--- src/rtl/gomoku_ctrl.sv ---
// gomoku_ctrl: turn/match controller for an N-player gomoku game.
// Sequences board clear, coordinate entry, judging, piece write and
// end-of-match handling. It also keeps a per-turn countdown and saturating
// per-player win counters.
//
// Ports
//   clk, rst_n                   clock, synchronous active-low reset
//   sw_power, btn_reset, btn_ok  power switch, match reset, confirm button
//   tick                         countdown strobe (counted in WAIT only)
//   key_valid/key_index/key_ready  coordinate entry handshake
//   memrst_en/memrst_done        board-clear request / completion
//   judge_en/judge_done/judge_result  judger request / result
//   pos                          selected cell {y,x}
//   ram_we/ram_wr_addr/ram_wr_data  board write port (data = player+1)
//   active_player, countdown     current turn owner, ticks remaining
//   win_count                    packed per-player win counters
//   buzzer_en                    high while the match has ended
//   state                        current FSM state code
module gomoku_ctrl #(
  parameter int EDGE_BITS   = 3,
  parameter int NUM_PLAYERS = 2,
  parameter int TURN_TICKS  = 10,
  parameter int WIN_BITS    = 4
) (
  input  logic                            clk,
  input  logic                            rst_n,
  input  logic                            sw_power,
  input  logic                            btn_reset,
  input  logic                            btn_ok,
  input  logic                            tick,
  input  logic                            key_valid,
  input  logic [EDGE_BITS:0]              key_index,
  output logic                            key_ready,
  output logic                            memrst_en,
  input  logic                            memrst_done,
  output logic                            judge_en,
  input  logic                            judge_done,
  input  logic [1:0]                      judge_result,
  output logic [2*EDGE_BITS-1:0]          pos,
  output logic                            ram_we,
  output logic [2*EDGE_BITS-1:0]          ram_wr_addr,
  output logic [2:0]                      ram_wr_data,
  output logic [1:0]                      active_player,
  output logic [7:0]                      countdown,
  output logic [NUM_PLAYERS*WIN_BITS-1:0] win_count,
  output logic                            buzzer_en,
  output logic [2:0]                      state
);
  localparam int PW = 2*EDGE_BITS;
  localparam int CW = PW + 1;
  localparam logic [CW-1:0] BOARD_CELLS = {1'b1, {PW{1'b0}}};
  localparam logic [7:0]    TURN_LOAD   = 8'(TURN_TICKS);

  typedef enum logic [2:0] {
    ST_STOPPED = 3'd0,
    ST_CLEAR   = 3'd1,
    ST_WAIT    = 3'd2,
    ST_JUDGE   = 3'd3,
    ST_WRITE   = 3'd4,
    ST_END     = 3'd5
  } state_t;

  state_t               state_q, state_d;
  logic                 ok_q, ok_rise;
  logic [1:0]           player_q, start_q;
  logic [CW-1:0]        pieces_q, pieces_inc;
  logic [EDGE_BITS-1:0] x_q, y_q;
  logic                 pressed_x_q, pressed_y_q;
  logic [7:0]           count_q;
  logic                 win_pending_q;
  logic [WIN_BITS-1:0]  wins_q [NUM_PLAYERS];
  logic                 key_take, turn_ready, turn_expire;

  function automatic logic [1:0] next_player(input logic [1:0] p);
    return (p == 2'(NUM_PLAYERS-1)) ? 2'd0 : p + 2'd1;
  endfunction

  function automatic logic [WIN_BITS-1:0] sat_inc(input logic [WIN_BITS-1:0] v);
    return (&v) ? v : v + WIN_BITS'(1);
  endfunction

  assign ok_rise     = btn_ok & ~ok_q;
  assign turn_ready  = pressed_x_q & pressed_y_q;
  assign turn_expire = tick && (count_q <= 8'd1);
  assign pieces_inc  = pieces_q + CW'(1);
  assign key_take    = key_valid & key_ready;

  always_ff @(posedge clk) begin
    if (!rst_n) state_q <= ST_STOPPED;
    else        state_q <= state_d;
  end

  // Next state and strobes. Strobes are gated by rst_n so nothing fires
  // while reset is held, including a write that was in flight.
  always_comb begin
    state_d   = state_q;
    key_ready = 1'b0;
    memrst_en = 1'b0;
    judge_en  = 1'b0;
    ram_we    = 1'b0;
    buzzer_en = 1'b0;
    if (!sw_power) begin
      state_d = ST_STOPPED;
    end else if (btn_reset) begin
      state_d = ST_CLEAR;
    end else begin
      case (state_q)
        ST_STOPPED: state_d = ST_CLEAR;
        ST_CLEAR:   if (memrst_done) state_d = ST_WAIT;
        // A confirm takes precedence over a tick arriving in the same cycle.
        ST_WAIT:    if (ok_rise && turn_ready) state_d = ST_JUDGE;
        ST_JUDGE:   if (judge_done)
                      state_d = (judge_result == 2'b01 || judge_result == 2'b10)
                                ? ST_WRITE : ST_WAIT;
        ST_WRITE:   state_d = (win_pending_q || pieces_inc == BOARD_CELLS)
                              ? ST_END : ST_WAIT;
        ST_END:     if (ok_rise) state_d = ST_CLEAR;
        default:    state_d = ST_STOPPED;
      endcase
    end
    if (rst_n) begin
      case (state_q)
        ST_CLEAR: memrst_en = 1'b1;
        ST_WAIT:  key_ready = 1'b1;
        ST_JUDGE: judge_en  = 1'b1;
        ST_WRITE: ram_we    = 1'b1;
        ST_END:   buzzer_en = 1'b1;
        default:  ;
      endcase
    end
  end

  always_ff @(posedge clk) begin
    if (!rst_n) begin
      ok_q          <= 1'b0;
      player_q      <= 2'd0;
      start_q       <= 2'd0;
      pieces_q      <= '0;
      x_q           <= '0;
      y_q           <= '0;
      pressed_x_q   <= 1'b0;
      pressed_y_q   <= 1'b0;
      count_q       <= 8'd0;
      win_pending_q <= 1'b0;
      for (int p = 0; p < NUM_PLAYERS; p++) wins_q[p] <= '0;
    end else begin
      ok_q <= btn_ok;
      if (key_take) begin
        if (key_index[EDGE_BITS]) begin
          y_q         <= key_index[EDGE_BITS-1:0];
          pressed_y_q <= 1'b1;
        end else begin
          x_q         <= key_index[EDGE_BITS-1:0];
          pressed_x_q <= 1'b1;
        end
      end
      case (state_q)
        ST_CLEAR: if (state_d == ST_WAIT) begin
          player_q    <= start_q;
          pieces_q    <= '0;
          pressed_x_q <= 1'b0;
          pressed_y_q <= 1'b0;
          count_q     <= TURN_LOAD;
        end
        ST_WAIT: if (state_d == ST_WAIT && tick) begin
          // Expiry forfeits the turn; it also discards any half-entered move.
          if (turn_expire) begin
            player_q    <= next_player(player_q);
            count_q     <= TURN_LOAD;
            pressed_x_q <= 1'b0;
            pressed_y_q <= 1'b0;
          end else begin
            count_q <= count_q - 8'd1;
          end
        end
        ST_JUDGE: begin
          if (state_d == ST_WAIT) begin
            pressed_x_q <= 1'b0;
            pressed_y_q <= 1'b0;
          end else if (state_d == ST_WRITE) begin
            win_pending_q <= judge_result[1];
          end
        end
        ST_WRITE: if (state_d == ST_END || state_d == ST_WAIT) begin
          pieces_q <= pieces_inc;
          if (state_d == ST_WAIT) begin
            player_q    <= next_player(player_q);
            count_q     <= TURN_LOAD;
            pressed_x_q <= 1'b0;
            pressed_y_q <= 1'b0;
          end else if (win_pending_q) begin
            for (int p = 0; p < NUM_PLAYERS; p++)
              if (player_q == 2'(p)) wins_q[p] <= sat_inc(wins_q[p]);
          end
        end
        ST_END: if (state_d == ST_CLEAR) start_q <= next_player(start_q);
        default: ;
      endcase
      // Placed last so a match reset overrides the END start-player advance.
      if (sw_power && btn_reset) begin
        start_q <= 2'd0;
        for (int p = 0; p < NUM_PLAYERS; p++) wins_q[p] <= '0;
      end
    end
  end

  always_comb begin
    win_count = '0;
    for (int p = 0; p < NUM_PLAYERS; p++)
      win_count[p*WIN_BITS +: WIN_BITS] = wins_q[p];
  end

  assign pos           = {y_q, x_q};
  assign ram_wr_addr   = pos;
  assign ram_wr_data   = 3'(player_q) + 3'd1;
  assign active_player = player_q;
  assign countdown     = count_q;
  assign state         = state_q;

endmodule
--- config.mk ---
export PLATFORM = sky130hd
export DESIGN_NAME = gomoku_ctrl
export DESIGN_NICKNAME = d
export VERILOG_FILES = /design/src/rtl/gomoku_ctrl.sv
export SDC_FILE = /design/constraint.sdc
export NUM_CORES = 1
export LEC_CHECK = 0
export CORE_MARGIN = 1.5
export CORE_UTILIZATION = 53
export CTS_CLUSTER_DIAMETER = 100
export DETAILED_ROUTE_END_ITERATION = 6
export MAX_ROUTING_LAYER = met4
export PLACE_DENSITY = 0.9
export SLEW_MARGIN = 20
export SYNTH_ARGS = -nofsm -noshare
export SYNTH_HDL_FRONTEND = slang
export SYNTH_SLANG_ARGS = --single-unit
--- constraint.sdc ---
create_clock -name clk -period 6.7 [get_ports clk]
set_clock_uncertainty 0.1 [all_clocks]
set_input_delay 0.67 -clock clk [delete_from_list [all_inputs] [get_ports clk]]
set_output_delay 0.67 -clock clk [all_outputs]
set_load 0.01 [all_outputs]
==> summary.txt <==
Route
  • Met2 wire length: 3.02 mm
  • Post-Route M1 WL: 2.42 mm
  • Drt initial violations: ~140
  • Drt first pass iters: 4
  • Vias: 2,251
  • DR top layer: met4
  • Drt drc: 0
  • Final ANT Viol Nets: 0
  • WL met3: 311 µm
  • WL final: ~5.8 mm
  • Via/cell ratio: around 6.0
  • WL per Instance: ~15 µm

Final layout
  • Nets: 350
  • Share of post-route cells with drive strength above 1: 0.0642
  • Register area: just under 900 µm²
  • Number of fill cells in the layout: 308
  • Total non-filler cell area in the finished layout: 2950 µm²
  • Area growth syn-to-layout: 28.0%
  • Antenna Diode Count: 0
  • Area of the multi-input gates: 1280 µm²

Worst setup path
  • Largest stage delay on the critical path: 970 ps
  • CP startpoint kind: input port
  • Cells on worst reg2reg path: 7
  • Worst path required time: 5930 ps
  • R2R Setup Slk: 4020 ps
  • Crit path max-delay family: buffers and inverters
  • Critical path class: in -> out
  • Critical path depth in cells: 4
  • Most frequent CP cell: clkdlybuf4s50_1
  • Crit-path max FO: 23
  • CP arrival: 2800 ps
  • Crit end category: output port
  • R2R Path End: pieces_q[4]
  • R2R Path Start: state[0]
  • CP max stage cell: clkdlybuf4s50_1
  • WP buf/inv: 3
  • CP cell instances: clkdlybuf4s50_1 > clkinv_1 > nor3_1 > clkdlybuf4s50_1

Place
  • DP HPWL: between 4 and 5 mm
  • Port-buffer cells: 55
  • Routability cong.: 0.854
  • Placed Area: roughly 2800 µm²

Logic synthesis
  • Syn nets: ~300
  • Post-synth EDFFs: 8
  • FFs w/ async S/R, synth: 0
  • Ys flop type: dfxtp_1
  • Area leader, netlist: dfxtp_1
  • Library cells used by synthesis: 56
  • Warnings from Yosys: 0
  • Syn Std Cell Area: 2310 µm²
  • Cells after Synth: approximately 280
  • Synth Area per Inst: 8.33 µm²
  • Post-synthesis register bit count: 40
  • Post-synth top area share: 0.278
  • Top post-synthesis cells by area: dfxtp_1 (28%), edfxtp_1 (10%), a21oi_1 (6.3%), nand2_1 (5.9%), ha_1 (4.9%)
  • Seq/Total Area, Yosys: 0.382

Floorplanning
  • Die extent in y: 69.0 µm
  • Rows: 23
  • Die Area: 4760 µm²
  • Chip Width: 69.0 µm
  • Initial Util: 0.565
  • Floorplan Core Area: a little over 4000 µm²
  • Num ports: 56

CTS
  • CTS tree: built
  • Post-CTS Setup Repair Bufs: 0
  • Clock buffers created by TritonCTS: 5
  • Worst-Skew Late Latency: 300 ps
  • Root buffer selected by CTS: clkbuf_8
  • PostCTS Resize Cnt: 0
  • Max H-tree Level: 2
  • Cts hold-fix bufs: 0
  • CTS sink count: 40
  • Clock tree buffer depth: 2
  • Clk slew on worst S/H paths: 90 ps

Hold path
  • Hold path depth: 2
  • Worst Hold Class: reg -> reg
  • Hold Crit Start: start_q[1]
  • Hold Path Sink: start_q[1]

STA
  • Slew Limit Fails: 0
  • Max_slew headroom: 0.485
  • Highest Clock Rate: 0.280 GHz
  • Setup TNS: 0 ps
  • Final hold violation count: 0
  • Min Clock Period, post-route: around 3600 ps
  • Final setup violation count: 0
  • RSZ-0062 raised after global routing: false
  • Final worst-path cycle share: 0.533
  • Worst Max-Slew Pin Slew: 771 ps

Global route
  • Gr usage total: 0.271
  • Grt ovf: 0
  • Vias in the first global route: 2,069
  • First-pass GRT wire length: 9.28 mm
  • Initial antenna violation count: 0
  • Largest net degree at the start of global routing: 24

Power
  • Maximum vdd drop: 0.112 mV
  • Power Density: 167 nW/µm²
  • LEAKAGE: 1.12 nW

Outcome
  • Status: complete, no violations

Job
  • Max_cap viols: 0
layer usage:
layer	vias up	GRT usage
li1	1084	-
met1	1071	0.299
met2	84	0.481
met3	12	0.0536
met4	0	0.105
met5	-	-
registers in the layout, indices dropped and copies added (netlist names):
| register | count |
|---|---|
| active_player | 2 |
| countdown | 8 |
| ok_q | 1 |
| pieces_q | 7 |
| pressed_x_q | 1 |
| pressed_y_q | 1 |
| start_q | 2 |
| state | 3 |
| win_pending_q | 1 |
| wins_q | 8 |
| x_q | 3 |
| y_q | 3 |
cell families after synthesis:
| family | count (synthesis) | share of synthesized area |
|---|---|---|
| mux | 3 | 0.0136 |
| buf+inv | 29 | 0.0618 |
| flops | 40 | 0.382 |
| compound gates | 69 | 0.204 |
| simple gates | 119 | 0.260 |
| fa+ha+maj | 9 | 0.0488 |
| xor+xnor | 8 | 0.0304 |
tightest hold or removal path, cell delays in order, from the launching register on:
cell and delay, ps:
dfxtp_1 320, nand2_1 60, a21oi_1 40
cell usage after synthesis, drive strengths merged, types with 4 or more instances:
master and n:
dfxtp 32, nor4 4, xor2 5, nand4 5, and2 4, or3 6, nand3 14, edfxtp 8
nand2b 8, nand2 36, a21oi 29, o21ai 9, ha 9, inv 14, buf 10, nor2 23
nor2b 4, clkbuf 4
how the worst max path moves through the flow:
stage	to	from	slack [ps]
2_1_floorplan	pieces_q[3]	judge_result[1]	4390
3_3_place_gp	key_ready	rst_n	3200
3_5_place_dp	key_ready	rst_n	3130
4_1_cts	key_ready	rst_n	3120
5_1_grt	key_ready	rst_n	2910
6_report	key_ready	rst_n	3130
placed cells by master, fill, tap and decap left out, types with 4 or more instances in the layout:
cell type	instances
nor2b_1	4
a21oi_1	29
clkbuf_8	5
nand3_1	14
edfxtp_1	8
clkdlybuf4s50_1	55
or3_1	6
dfxtp_1	32
nor4_1	4
inv_1	14
xor2_1	5
nand4_1	4
o21ai_0	8
and2_1	4
nor2_1	23
nand2_1	36
nand2b_1	8
ha_1	9
report_power, final:
group	total (mW)	internal [mW]	switching [mW]	leakage, nW
Sequential	0.253	0.248	0.00433	0.344
Clock	0.200	0.110	0.0901	0.0541
Combinational	0.0390	0.0192	0.0198	0.720
Total	0.492	0.378	0.114	1.12
cell type report:
type,count,area share
Sequential cell,40,0.298
Clock inverter,3,0.0144
Tap cell,50,0.0212
Clock buffer,5,0.0233
Multi-Input combinational cell,208,0.435
Inverter,15,0.0191
Timing Repair Buffer,56,0.189
stage by stage:
step | hold WS [ps] | cells | worst slack (ps) | power [mW] | utilization
3_3_place_gp | 328 | 369 | 3200 | 0.295 | 0.696
3_5_place_dp | 341 | 369 | 3130 | 0.296 | 0.696
5_1_grt | 373 | 377 | 2910 | 0.503 | 0.723
4_1_cts | 355 | 377 | 3120 | 0.490 | 0.723
6_report | 355 | 377 | 3130 | 0.492 | 0.723
2_1_floorplan | 309 | 277 | 4390 | 0.275 | -
(Power assumes the default switching activity.)
==> edit: new RTL, same flow settings <==
Change the parameter `TURN_TICKS` from 10 to 8.
--- a/src/rtl/gomoku_ctrl.sv
+++ b/src/rtl/gomoku_ctrl.sv
@@ -19,7 +19,7 @@
 module gomoku_ctrl #(
   parameter int EDGE_BITS   = 3,
   parameter int NUM_PLAYERS = 2,
-  parameter int TURN_TICKS  = 10,
+  parameter int TURN_TICKS  = 8,
   parameter int WIN_BITS    = 4
 ) (
   input  logic                            clk,
Check against the original RTL: not equivalent (Yosys sat finds a counterexample within 4 cycles, from zero or initial values and one cycle with rst_n low).
==> edit against the original RTL <==
  * Routed wire length down 16%
  * Power fell by 0.70%
  * Setup slack better by 80 ps
  * Maximum frequency is 2.3% higher
  * Final area fell by 2.7%
  * Hold slack barely moved
  * Highest routed layer unchanged
  * Largest power group unchanged
  * Sequential cell count unchanged
  * Synthesized area shrank 3.2%
  * Register-to-register slack better by 120 ps
  * Non-clock buffer count shrank 1
==> edit: results (changes against the original RTL) <==
[route]
initialDrtViolationCount = 65  ; was 142
drt-vias-per-instance = 5.62  ; was 5.97
wl_per_cell_um = 13.9  ; was 15.5 um

[run_status]
status = completed  ; unchanged

[cts]
cts.clk_slew.worst_paths_ps = 70  ; was 90 ps

[global_route]
grt_pass1_wl_mm = 8.16  ; was 9.28 mm
grt_pass1_vias = 1941  ; was 2069
grt_usage_pct = 23.8  ; was 27.1%
grt_max_degree = 19  ; was 24

[cells_and_area]
layout-drive-gt1-share_pct = 6.64  ; was 6.42%
fin_nets = 324  ; was 350
fillers = 336  ; was 308

[logic_synthesis]
synthCells = 252  ; was 277
synthAdderAreaFrac_pct = 5.04  ; was 4.88%
synthXorXnorAreaFrac_pct = 5.88  ; was 3.04%
synth.mux.area_fraction_pct = 2.24  ; was 1.36%
ys_types = 53  ; was 56
ys_top_cells_by_area = dfxtp_1 (29%), edfxtp_1 (11%), nor2_1 (6.0%)  ; was dfxtp_1 (28%), edfxtp_1 (10%), a21oi_1 (6.3%)
synth_commonest_cells = nor2_1 (36), dfxtp_1 (32), nand2_1 (24)  ; was nand2_1 (36), dfxtp_1 (32), a21oi_1 (29)
ys_seq_area_share_pct = 39.4  ; was 38.2%

[place]
gp_congestion = 0.958  ; was 0.854

[timing]
relSlewSlack_pct = 54.1  ; was 48.5%

[power_and_ir_drop]
switchingPower_uw = 108  ; was 114 uW
vdd_drop_max_mv = 0.165  ; was 0.112 mV
leakagePower_uw = 0.00106  ; was 0.00112 uW

[critical_path]
crit_fanout = 18  ; was 23
critPathArrivalTime_ps = 2720  ; was 2800 ps

==> edit: cell families (layout without fill, tap and decap cells) <==
kind of cell | after synthesis | count (layout)
mux | 5 | 5
compound gates | 47 | 47
flops | 40 | 40
fa+ha+maj | 9 | 9
simple gates | 112 | 112
xor+xnor | 15 | 15
buf+inv | 24 | 73
==> edit: final timing paths <==
check,start,to,slack (ps),cells after the start
worst max-delay path,rst_n,buzzer_en,3210,4
worst min-delay path,start_q[1]$_SDFFE_PP0P_,start_q[1]$_SDFFE_PP0P_,360,2
worst max register to register,pieces_q[0]$_SDFFE_PN0P_,pieces_q[3]$_SDFFE_PN0P_,4140,8
worst min register to register,start_q[1]$_SDFFE_PP0P_,start_q[1]$_SDFFE_PP0P_,360,2
==> edit: per-stage QoR <==
stage	setup WS (ps)	area (um^2)	hold WS, ps
finish	3210	2870	355
CTS	3170	2870	348
detailed placement	3170	2770	331
global placement	3250	2770	323
global route	3020	2870	365
floorplan	4340	2230	307
==> edit: final cells by class <==
cell class              count  share of cell area [%]
inverters                  10                    1.31
repair buffers             55                    19.2
flip-flops and latches     40                    30.6
clock inverters             2                    1.22
clock buffers               6                    2.53
well taps                  50                    2.18
multi-input cells         188                    43.0
==> edit: critical path, stage by stage <==
cell             delay [ps]
clkdlybuf4s50_1         830
inv_1                   390
nor3_1                  260
clkdlybuf4s50_1         560
==> edit: routing by layer <==
layer	wire length, um	up-vias	GRT usage (%)
met5	0	-	-
met4	70	0	10.5
met3	246	10	3.78
met2	2420	61	40.9
met1	2150	929	27.3
li1	-	971	-
==> edit: power by group through the flow <==
| stage | Clock [uW] | Sequential [uW] | Combinational, uW |
|---|---|---|---|
| finish | 194 | 253 | 41.4 |
| global route | 207 | 254 | 45.0 |
| CTS | 194 | 253 | 41.4 |
| detailed placement | 0 | 259 | 40.8 |
| global placement | 0 | 259 | 40.0 |
| floorplan | 0 | 259 | 19.9 |
